File: config.mk
export PLATFORM = sky130hd
export DESIGN_NAME = output_buffer_ctrl
export DESIGN_NICKNAME = d
export VERILOG_FILES = /design/src/rtl/output_buffer_ctrl.sv
export SDC_FILE = /design/constraint.sdc
export NUM_CORES = 1
export LEC_CHECK = 0
export CELL_PAD_IN_SITES_DETAIL_PLACEMENT = 0
export CELL_PAD_IN_SITES_GLOBAL_PLACEMENT = 1
export CORE_UTILIZATION = 25
export DETAILED_ROUTE_END_ITERATION = 8
export GPL_TIMING_DRIVEN = 1
export PLACE_DENSITY_LB_ADDON = 0.1
export SLEW_MARGIN = 25
export SYNTH_ARGS = -nofsm -noshare
export SYNTH_HDL_FRONTEND = slang
export SYNTH_SLANG_ARGS = --single-unit
export TNS_END_PERCENT = 20
File: constraint.sdc
create_clock -name clk_i -period 3.9 [get_ports clk_i]
set_clock_uncertainty 0.2 [all_clocks]
set_input_delay 0.78 -clock clk_i [delete_from_list [all_inputs] [get_ports clk_i]]
set_output_delay 0.78 -clock clk_i [all_outputs]
set_load 0.02 [all_outputs]
File: src/rtl/output_buffer_ctrl.sv
// Partial-output buffer sequencer: read-modify-write accumulation of psums, then an ordered
// clear-on-drain output stream. Define OUTPUT_BUF_CTRL_SAT_EN for a saturating accumulate add.
`ifndef OUTPUT_BUF_NUM
`define OUTPUT_BUF_NUM 4
`endif
`ifndef PARTIAL_OUT_SIZE
`define PARTIAL_OUT_SIZE 16
`endif

module output_buffer_ctrl #(
  parameter int BUF_NUM = `OUTPUT_BUF_NUM,
  parameter int DAT_W   = `PARTIAL_OUT_SIZE,
  parameter int SEL_W   = $clog2(BUF_NUM)
) (
  input  logic             clk_i,
  input  logic             rst_i,
  input  logic             start_i,
  input  logic [SEL_W:0]   drain_num_i,
  input  logic             psum_val_i,
  output logic             psum_rdy_o,
  input  logic [SEL_W-1:0] psum_sel_i,
  input  logic [DAT_W-1:0] psum_dat_i,
  input  logic             psum_first_i,
  input  logic             psum_last_i,
  output logic             out_vld_o,
  input  logic             out_rdy_i,
  output logic [SEL_W-1:0] out_idx_o,
  output logic [DAT_W-1:0] out_dat_o,
  output logic             out_last_o,
  output logic             busy_o,
  output logic             done_o,
  output logic [SEL_W-1:0] buf_acc_sel_o,
  output logic             buf_acc_val_o,
  output logic [DAT_W-1:0] buf_acc_dat_o,
  input  logic [DAT_W-1:0] buf_acc_dat_i,
  output logic [SEL_W-1:0] buf_out_sel_o,
  input  logic [DAT_W-1:0] buf_out_dat_i
);

  typedef enum logic [1:0] {
    IDLE  = 2'd0,
    ACCUM = 2'd1,
    DRAIN = 2'd2
  } state_t;

  localparam logic [SEL_W:0] NUM_MAX = (SEL_W+1)'(BUF_NUM);

  state_t           state_q, state_d;
  logic [SEL_W-1:0] cnt_q, cnt_d;
  logic [SEL_W:0]   drain_num_q, drain_num_d;
  logic [SEL_W:0]   drain_clamped;
  logic [SEL_W:0]   drain_last;
  logic             cnt_at_last;
  logic             done_q, done_d;
  logic [DAT_W-1:0] acc_sum;

  assign drain_clamped = (drain_num_i > NUM_MAX) ? NUM_MAX : drain_num_i;
  assign drain_last    = drain_num_q - (SEL_W+1)'(1);
  assign cnt_at_last   = ({1'b0, cnt_q} == drain_last);

`ifdef OUTPUT_BUF_CTRL_SAT_EN
  localparam logic [DAT_W-1:0] SAT_MAX = {1'b0, {(DAT_W-1){1'b1}}};
  localparam logic [DAT_W-1:0] SAT_MIN = {1'b1, {(DAT_W-1){1'b0}}};
  logic [DAT_W:0] sum_ext;

  // One guard bit: overflow shows up as disagreement between the two top bits.
  assign sum_ext = {buf_acc_dat_i[DAT_W-1], buf_acc_dat_i} + {psum_dat_i[DAT_W-1], psum_dat_i};
  assign acc_sum = (sum_ext[DAT_W] != sum_ext[DAT_W-1]) ? (sum_ext[DAT_W] ? SAT_MIN : SAT_MAX)
                                                        : sum_ext[DAT_W-1:0];
`else
  assign acc_sum = buf_acc_dat_i + psum_dat_i;
`endif

  // Combinational outputs are forced to zero while rst_i is high so no handshake completes then.
  always_comb begin
    // NOTE: every signal gets a default before the case, so no path can infer a latch.
    state_d       = state_q;
    cnt_d         = cnt_q;
    drain_num_d   = drain_num_q;
    done_d        = 1'b0;
    psum_rdy_o    = 1'b0;
    out_vld_o     = 1'b0;
    out_idx_o     = '0;
    out_dat_o     = '0;
    out_last_o    = 1'b0;
    buf_acc_sel_o = '0;
    buf_acc_val_o = 1'b0;
    buf_acc_dat_o = '0;
    buf_out_sel_o = '0;

    if (!rst_i) begin
      unique case (state_q)
        IDLE: begin
          if (start_i) begin
            state_d     = ACCUM;
            drain_num_d = drain_clamped;
            cnt_d       = '0;
          end
        end

        ACCUM: begin
          psum_rdy_o    = 1'b1;
          buf_acc_sel_o = psum_sel_i;
          buf_acc_val_o = psum_val_i;
          buf_acc_dat_o = psum_first_i ? psum_dat_i : acc_sum;
          if (psum_val_i && psum_last_i) begin
            if (drain_num_q == '0) begin
              state_d = IDLE;
              done_d  = 1'b1;
            end else begin
              state_d = DRAIN;
            end
          end
        end

        DRAIN: begin
          out_vld_o     = 1'b1;
          out_idx_o     = cnt_q;
          buf_out_sel_o = cnt_q;
          out_dat_o     = buf_out_dat_i;
          out_last_o    = cnt_at_last;
          if (out_rdy_i) begin
            // Clear the entry as it leaves so the next pass starts from zero.
            buf_acc_sel_o = cnt_q;
            buf_acc_val_o = 1'b1;
            cnt_d         = cnt_q + SEL_W'(1);
            if (cnt_at_last) begin
              state_d = IDLE;
              done_d  = 1'b1;
            end
          end
        end

        default: state_d = IDLE;
      endcase
    end
  end

  assign busy_o = (state_q != IDLE) && !rst_i;
  assign done_o = done_q && !rst_i;

  always_ff @(posedge clk_i) begin
    if (rst_i) begin
      state_q     <= IDLE;
      cnt_q       <= '0;
      drain_num_q <= '0;
      done_q      <= 1'b0;
    end else begin
      // NOTE: non-blocking so every register samples the pre-edge values together.
      state_q     <= state_d;
      cnt_q       <= cnt_d;
      drain_num_q <= drain_num_d;
      done_q      <= done_d;
    end
  end

endmodule

==> results.txt, run 1 <==
- Entering global routing, the biggest net connects 19 pins.
- Endpoints failing hold: 0
* Filler cells: 627
- Rel. slew slack: 0.785
* Flip-flop and latch count after synthesis: 8
* Slew Viols, Final: 0
* Layout Nets: 455
* Die Span Y: 83.6 um
* End point of the worst hold path: drain_num_q[2]$_SDFFE_PP0P_
* Type of the setup path with the least slack: in -> out
- For the worst flop-to-flop path, the logic depth is 8.
* Final cycle utilization of the critical path: 0.987
* Ratio of cells with drive above 1 in the final layout: 0.220
- The clock period could shrink to 3.85 ns.
- Outcome: finished, final reports clean
* F_max: 260 MHz
- Overflow left after global routing: 0
- The worst register-to-register path begins at drain_num_q[0]$_SDFFE_PP0P_.
* Ys flop type: dfxtp_1
- Yosys attributes the largest share of cell area to ha_1 15%, dfxtp_1 9.6%, and2_1 7.5%, nor2_1 7.0%, a21oi_1 5.7%.
- Setup total negative slack on the finished layout was measured at 0 ns.
* Total I/O pin count: 104
- H-tree depth: 1
- The worst hold path belongs to the class reg -> reg.
- Timing analysis after detailed placement gives a worst setup slack of -0.711 ns.
* Most frequent cells in the layout: 72 x clkdlybuf4s50_1, 42 x buf_4, 31 x nor2_1, 19 x and2_1, 18 x a21oi_1
- Of all cell types, the one taking the most synthesized area is ha_1.
* Yosys cell types: 45
- Clock-pin slew was measured on the worst setup and hold paths at 0.04 ns.
- Setup WS post-layout: 0.0515 ns
- Synthesis produced a netlist whose cell count is 238.
- The area growth from synthesis to layout is 96.1%.
- In the routed design, unresolved DRC markers number 0.
* CTS tree: done
- Buffers on Ports: 103
- Initial DRC count: 58
* Count of maximum capacitance violations: 0
* Cts bufs inserted: 3
- Of the post-synthesis cell area, the dominant cell type holds 0.150.
- Across all layers, the routed design uses 2204 vias.
* Worst EP required: 2.92 ns
- For this design the static power due to leakage is 1.42 nW.
* Sw Ratio: 0.380
- Post-synth net total: 319
- Row cnt: 29
- The die covers 6980 um^2.
* Clock Latency Late Sink: 0.24 ns
* Buffer depth of the longest clock path: 2
- Sequential Power Share: 0.157
- Of the synthesized area, sequential elements account for 0.0963.
* Worst hold path stage count: 2
- From left edge to right edge, the die measures 83.6 um.
- Switching power total: 0.217 mW
- VDD IR max: 180 uV
- Ratio of total power to cell area: 175 nW/um^2
- The initial utilization of the core area, before any placement, comes to 0.260.
- STA classifies the critical path startpoint as an input pin.
- Reg-to-reg slack, setup: 1.87 ns
- Setup violations remaining at the end of the flow were counted as 0.
- Critical Path Source: buf_acc_dat_i[10]
- Each instance of the synthesized netlist takes up on average 6.99 um^2.
- In this run, synthesis inferred 0 flip-flops with an integrated enable.
- In this run the critical register-to-register path is captured at state_q[1]$_SDFFE_PP0P_.
- Warning count from the yosys run: 0
* Syn Std Cell Area: 1660 um^2
- Number of detailed-routing iterations run before antenna repair: 4
- Cell at the root of the clock tree: clkbuf_8
- STA classifies the critical path endpoint as an output port.
- In the final routed layout, each cell accounts on average for 13.1 um.
- GR Util All Layers: 0.170
- Remaining number of nets flagged by the antenna check after routing: 0
- The congestion estimate from routability-driven global placement came to 0.796.
* P_int: 0.354 mW
- Hold is met by 0.282 ns.
- For this design, the CTS-stage hold fixing added 0 buffers.
- After detailed routing, the number of vias per cell comes to 4.91.
* Number of buffers inserted by post-CTS setup repair: 0
* Initial antenna violation count: 0
* Most common library cell in the layout ignoring fill and taps: clkdlybuf4s50_1
* Combinational share of power: 0.662
- Number of global-route vias before repair: 2137
- Arrival time of the worst setup path: 2.87 ns
- The startpoint identified for the worst hold timing path is drain_num_q[2]$_SDFFE_PP0P_.
- Antenna cells: 0
* Post-detail-place hpwl: 4810 um
- Setup repair after global routing could not meet its margin everywhere.
- Wires add up to 5900 um.
- Share of power burned in the clock network: 0.181
* Wire length of the first global-routing pass: 10000 um
- After synthesis, the share of flip-flops with an asynchronous set or reset is 0.
- In this run the standard cell core region covers 6390 um^2.
* Top fanout value on the critical path: 2
- Num Clock Sinks: 8
* Worst Tran Pin Value: 0.323 ns
[Yosys cell counts, types with 4 or more instances]
cell / count
o21ai_0: 14
a21o_1: 5
nor2_1: 31
mux2i_1: 6
a21oi_1: 19
a31oi_1: 4
nor3_1: 4
dfxtp_1: 8
ha_1: 20
nand2b_1: 4
nand3_1: 10
nand2_1: 12
a211oi_1: 5
xnor2_1: 8
inv_1: 10
and2_1: 20
nand4_1: 5
clkbuf_1: 9
nor2b_1: 5
[power groups by stage]
stage	registers (mW)	clock network, mW	logic (mW)
global placement	0.0909	0	0.356
detailed placement	0.0911	0	0.357
finish	0.0899	0.103	0.378
CTS	0.0898	0.104	0.366
global route	0.0905	0.109	0.417
floorplan	0.0901	0	0.181
[worst max-delay path, stage by stage]
cell and delay (ns):
clkdlybuf4s50_1 0.46, ha_4 0.29, nand3_2 0.08, nor4_2 0.27, nand3_1 0.12, and4_1 0.17
or4_1 0.42, a21oi_2 0.14, buf_4 0.14
[cells by family (layout without fill, tap and decap cells)]
| family | after synthesis | in the layout | synth area share |
|---|---|---|---|
| compound gates | 67 | 67 | 0.262 |
| xor+xnor | 11 | 11 | 0.0579 |
| buf+inv | 21 | 155 | 0.0519 |
| simple gates | 102 | 102 | 0.320 |
| flops | 8 | 8 | 0.0963 |
| fa+ha+maj | 21 | 21 | 0.163 |
| mux | 8 | 8 | 0.0497 |
[layout make-up]
cell class                      count  area (um^2)  area share
Clock buffer                        3         41.3      0.0127
Timing Repair Buffer              142         1320       0.404
Tap cell                           77         96.3      0.0295
Inverter                           10         37.5      0.0115
Sequential cell                     8          160      0.0491
Multi-Input combinational cell    209         1610       0.493
[sequential cells by signal, summed over array words and instances (netlist names)]
name	cells
done_q	1
drain_num_q	3
state_q	2
cnt_q	2
[worst max-delay path by stage]
stage | cells past startpoint | endpoint | slack [ns]
after floorplan | 8 | buf_acc_dat_o[14] | 0.31
after global placement | 10 | buf_acc_dat_o[12] | -0.68
after detailed placement | 10 | buf_acc_dat_o[10] | -0.71
after CTS | 9 | buf_acc_dat_o[14] | -0.04
after global routing | 9 | buf_acc_dat_o[15] | -0.10
final | 9 | buf_acc_dat_o[15] | 0.05
[per-layer routing]
| metal | vias to the layer above | part of all wire | track usage |
|---|---|---|---|
| met3 | 7 | 0.034 | 0.00989 |
| met4 | 0 | 0.010 | 0.0370 |
| met2 | 47 | 0.51 | 0.310 |
| li1 | 1129 | - | - |
| met5 | - | 0 | 0 |
| met1 | 1021 | 0.45 | 0.220 |
[per-stage QoR]
| step | util | instance area, um^2 | total power, mW | cells |
|---|---|---|---|---|
| final | 0.511 | 3260 | 0.571 | 449 |
| after detailed placement | 0.475 | 3030 | 0.448 | 446 |
| after CTS | 0.493 | 3150 | 0.560 | 449 |
| after global placement | 0.475 | 3030 | 0.447 | 446 |
| after floorplan | - | 1660 | 0.271 | 238 |
| after global routing | 0.511 | 3260 | 0.617 | 449 |
[what timing repair did]
| item | CTS | global route |
|---|---|---|
| endpoints found under the setup margin | 14 | 9 |
| resized for setup | 66 | 26 |
| pin swaps | 16 | 11 |
| cloned | 0 | 0 |
No activity file was read; power rests on OpenSTA's default activity.
==> run 2, diff against run 1 <==
--- a/config.mk
+++ b/config.mk
@@ -10,6 +10,7 @@
 export CORE_UTILIZATION = 25
 export DETAILED_ROUTE_END_ITERATION = 8
 export GPL_TIMING_DRIVEN = 1
+export HOLD_SLACK_MARGIN = 0.08
 export PLACE_DENSITY_LB_ADDON = 0.1
 export SLEW_MARGIN = 25
 export SYNTH_ARGS = -nofsm -noshare
==> constraint.sdc (replaced) <==
create_clock -name clk_i -period 3.9 [get_ports clk_i]
set_clock_uncertainty 0.2 [all_clocks]
set_input_delay 0.78 -clock clk_i [delete_from_list [all_inputs] [get_ports clk_i]]
set_output_delay 0.78 -clock clk_i [all_outputs]
set_load 0.1 [all_outputs]
==> run 2 against run 1 <==
Sequential share of layout area decreased by 0.73 points. Largest cell class unchanged. Flip-flop and latch count unchanged. Wire length increased by 4.0%. Largest power group unchanged.
==> results.txt, run 2 (synthesis gave the netlist of run 1 again) <==
* Initial antenna violation count: 0 (unchanged)
* Routability Congestion: 0.813 (+2.2%)
* Overflow left after global routing: 0 (unchanged)
* Most flop-heavy register: drain_num_q
- Most frequent cells in the layout: 42 x buf_12, 41 x buf_4, 29 x clkdlybuf4s50_1, 27 x nor2_1, 20 x and2_1
- Cell at the root of the clock tree: clkbuf_8
* Final routed wire length divided by cell count: 13.6 um (+3.5%)
- Wire length of the first global-routing pass: 9890 um (-1.4%)
- The post-route antenna net violation count came to 0 (unchanged).
- The detailed-route via count was 2206 (+0.091%).
* Total Wirelength: 6130 um (+4.0%)
* Overall Power: 0.737 mW (+29%)
* H-tree depth: 1 (unchanged)
* Crit path buffers/inverters: 2 (unchanged)
- Worst slack at placement: -0.343 ns (+0.368 ns)
- The later-pin clock latency in the skew report was 0.22 ns (-0.02 ns).
* Arrival time of the worst setup path: 2.85 ns (-0.02 ns)
- Capturing element type of the critical path: output port
- The final hold violation count was 0 (unchanged).
* Worst EP required: 2.92 ns (about the same)
- Final worst path period need: 3.83 ns (-0.0192 ns)
* VDD IR max: 162 uV (-10%)
- Buffers on Ports: 103 (unchanged)
- Top fanout value on the critical path: 4 (+2)
- Registers with the most flip-flops: drain_num_q (3), cnt_q (2), state_q (2)
- The overall die width was 83.6 um (unchanged).
- The flow ran to the end, and the final reports show no timing, DRC or antenna violations.
- Kind of launch point of the worst setup path: input pin
- The die span in y came to 83.6 um (unchanged).
- Met3 capacity usage during global routing: 0.0109 (+0.000989)
- Tracing the worst setup path back leads to its startpoint at buf_acc_dat_i[7].
* Reg-to-reg slack, setup: 1.88 ns (about the same)
* Maximum number of pins on one net before global-route repair: 19 (unchanged)
- Initial Util: 0.260 (unchanged)
- Type of the setup path with the least slack: in -> out
- The antenna cell count was 0 (unchanged).
* Final cycle utilization of the critical path: 0.982 (-0.00491)
- The number of endpoints failing setup at the final stage is 0 (unchanged).
- Post-detail-place hpwl: 4870 um (+1.3%)
- The number of pins with negative max-slew slack in the final report was 0 (unchanged).
- The maximum operating frequency is 261 MHz (+0.50%).
- The transition time at the pin with the least slew margin was 0.603 ns (+0.280 ns).
* GR Util All Layers: 0.167 (-0.00323)
- The core area was 6390 um^2 (unchanged).
- The number of buffers created by CTS is 3 (unchanged).
- The final net count is 457 (+0.44%).
* Layout-stage area growth over the synthesis result: 130%
* CTS tree: done
* DRC violations left: 0 (unchanged)
* Rel. slew slack: 0.598 (-0.187)
* Ratio of cells with drive above 1 in the final layout: 0.377 (+0.157)
* Hold Path Origin: drain_num_q[1]$_SDFFE_PP0P_
- Leakage power figure: 1.61 nW (+13%)
- Number of global-route vias before repair: 2171 (+1.6%)
* Count of maximum capacitance violations: 0 (unchanged)
- The signal on the critical path passes through clkdlybuf4s15_1 > ha_4 > nand2_4 > nor4_4 > nand3_2 > and4_1 > or4_4 > a21oi_4 > buf_12.
* Row cnt: 29 (unchanged)
* Vias/cell: 4.89 (-0.35%)
- Most common library cell in the layout ignoring fill and taps: buf_12
- The TritonCTS sink count came to 8 (unchanged).
* Initial DRC count: 68 (+17%)
* Crit-path slowest cell: or4_4
- Die Outline Area: 6980 um^2 (unchanged)
* Ratio of total power to cell area: 193 nW/um^2 (+10%)
* Routing layer with the top usage in global route: met2
- The worst hold path belongs to the class reg -> reg.
* Clock Pin Slew Worst Setup and Hold Paths: 0.04 ns (about the same)
* Worst flop-to-flop path startpoint: drain_num_q[0]$_SDFFE_PP0P_
- Grouping stages by cell kind, the critical path spends the most delay in simple AND/OR/NAND/NOR gates.
- The peak per-stage delay on the critical path was 0.49 ns (+0.03 ns).
- The worst-case setup margin in the final layout was 0.0707 ns (+0.0192 ns).
- Number of flip-flops in the largest register: 3 (unchanged)
- The global routing met2 resource utilization is 0.332 (+0.0216).
- The number of buffers between clock root and the deepest sink came to 2 (unchanged).
- The total of hold buffers inserted after clock tree synthesis is 0 (unchanged).
- Number of detailed-routing iterations run before antenna repair: 4 (unchanged)
- The number of placed I/O pins was 104 (unchanged).
* Global-route track usage on met1: 0.199 (-0.0207)
-- run 2: cell count changes in the layout (fill, tap and decap cells not counted), moves of 4 or more --
cell             delta
ha_4                +4
nor2_1              -4
dlymetal6s2s_1      -4
nor2_2              +4
clkdlybuf4s50_1    -43
clkbuf_2            +8
buf_12             +42
dlygate4sd2_1       -5
clkdlybuf4s15_1     +7
-- run 2: power breakdown --
group	total, mW	switching [mW]	leakage, nW	internal (mW)
combinational	0.548	0.298	1.52	0.251
sequential	0.0894	0.00309	0.0651	0.0863
clock	0.0993	0.0324	0.0216	0.0669
total	0.737	0.333	1.61	0.404
-- run 2: stage by stage --
step | hold WS [ns] | utilization | instances | area [um^2] | TNS, ns
3_5_place_dp | 0.285 | 0.541 | 444 | 3460 | -2.15
2_1_floorplan | 0.257 | - | 238 | 1690 | -1.84
3_3_place_gp | 0.276 | 0.541 | 444 | 3460 | -1.95
6_report | 0.287 | 0.599 | 451 | 3830 | 0
4_1_cts | 0.294 | 0.582 | 450 | 3710 | -0.00406
5_1_grt | 0.312 | 0.599 | 451 | 3830 | -0.00950
-- run 2: worst paths after layout --
kind,to,cells after the start
worst max-delay path,buf_acc_dat_o[15],9
worst min-delay path,drain_num_q[1]$_SDFFE_PP0P_,2
worst max register to register,state_q[1]$_SDFFE_PP0P_,8
worst min register to register,drain_num_q[1]$_SDFFE_PP0P_,2
-- run 2: cell type report --
class                   instances  area [um^2]
inverters                      10         37.5
fillers                       565         2560
flip-flops and latches          8          160
clock buffers                   3         41.3
well taps                      77         96.3
multi-input cells             209         1770
repair buffers                144         1730
-- run 2: timing repair --
item,in CTS,in global routing
pin swaps,28,25
gates resized for setup,57,53
endpoints found under the setup margin,11,8
buffers inserted,3,1
-- run 2: worst reg2reg max path, cell delays in order, from the launching register on --
cell	delay [ns]
dfxtp_1	0.37
inv_1	0.07
ha_1	0.30
xor2_1	0.21
nand4_1	0.12
a21o_1	0.22
nor4b_1	0.33
a21oi_1	0.07
nor2_1	0.09
-- run 2: layer usage --
layer | part of all wire | vias to the layer above
met2 | 0.53 | 44
met4 | 0.0055 | 0
met1 | 0.43 | 1023
li1 | - | 1135
met3 | 0.029 | 4
met5 | 0 | -
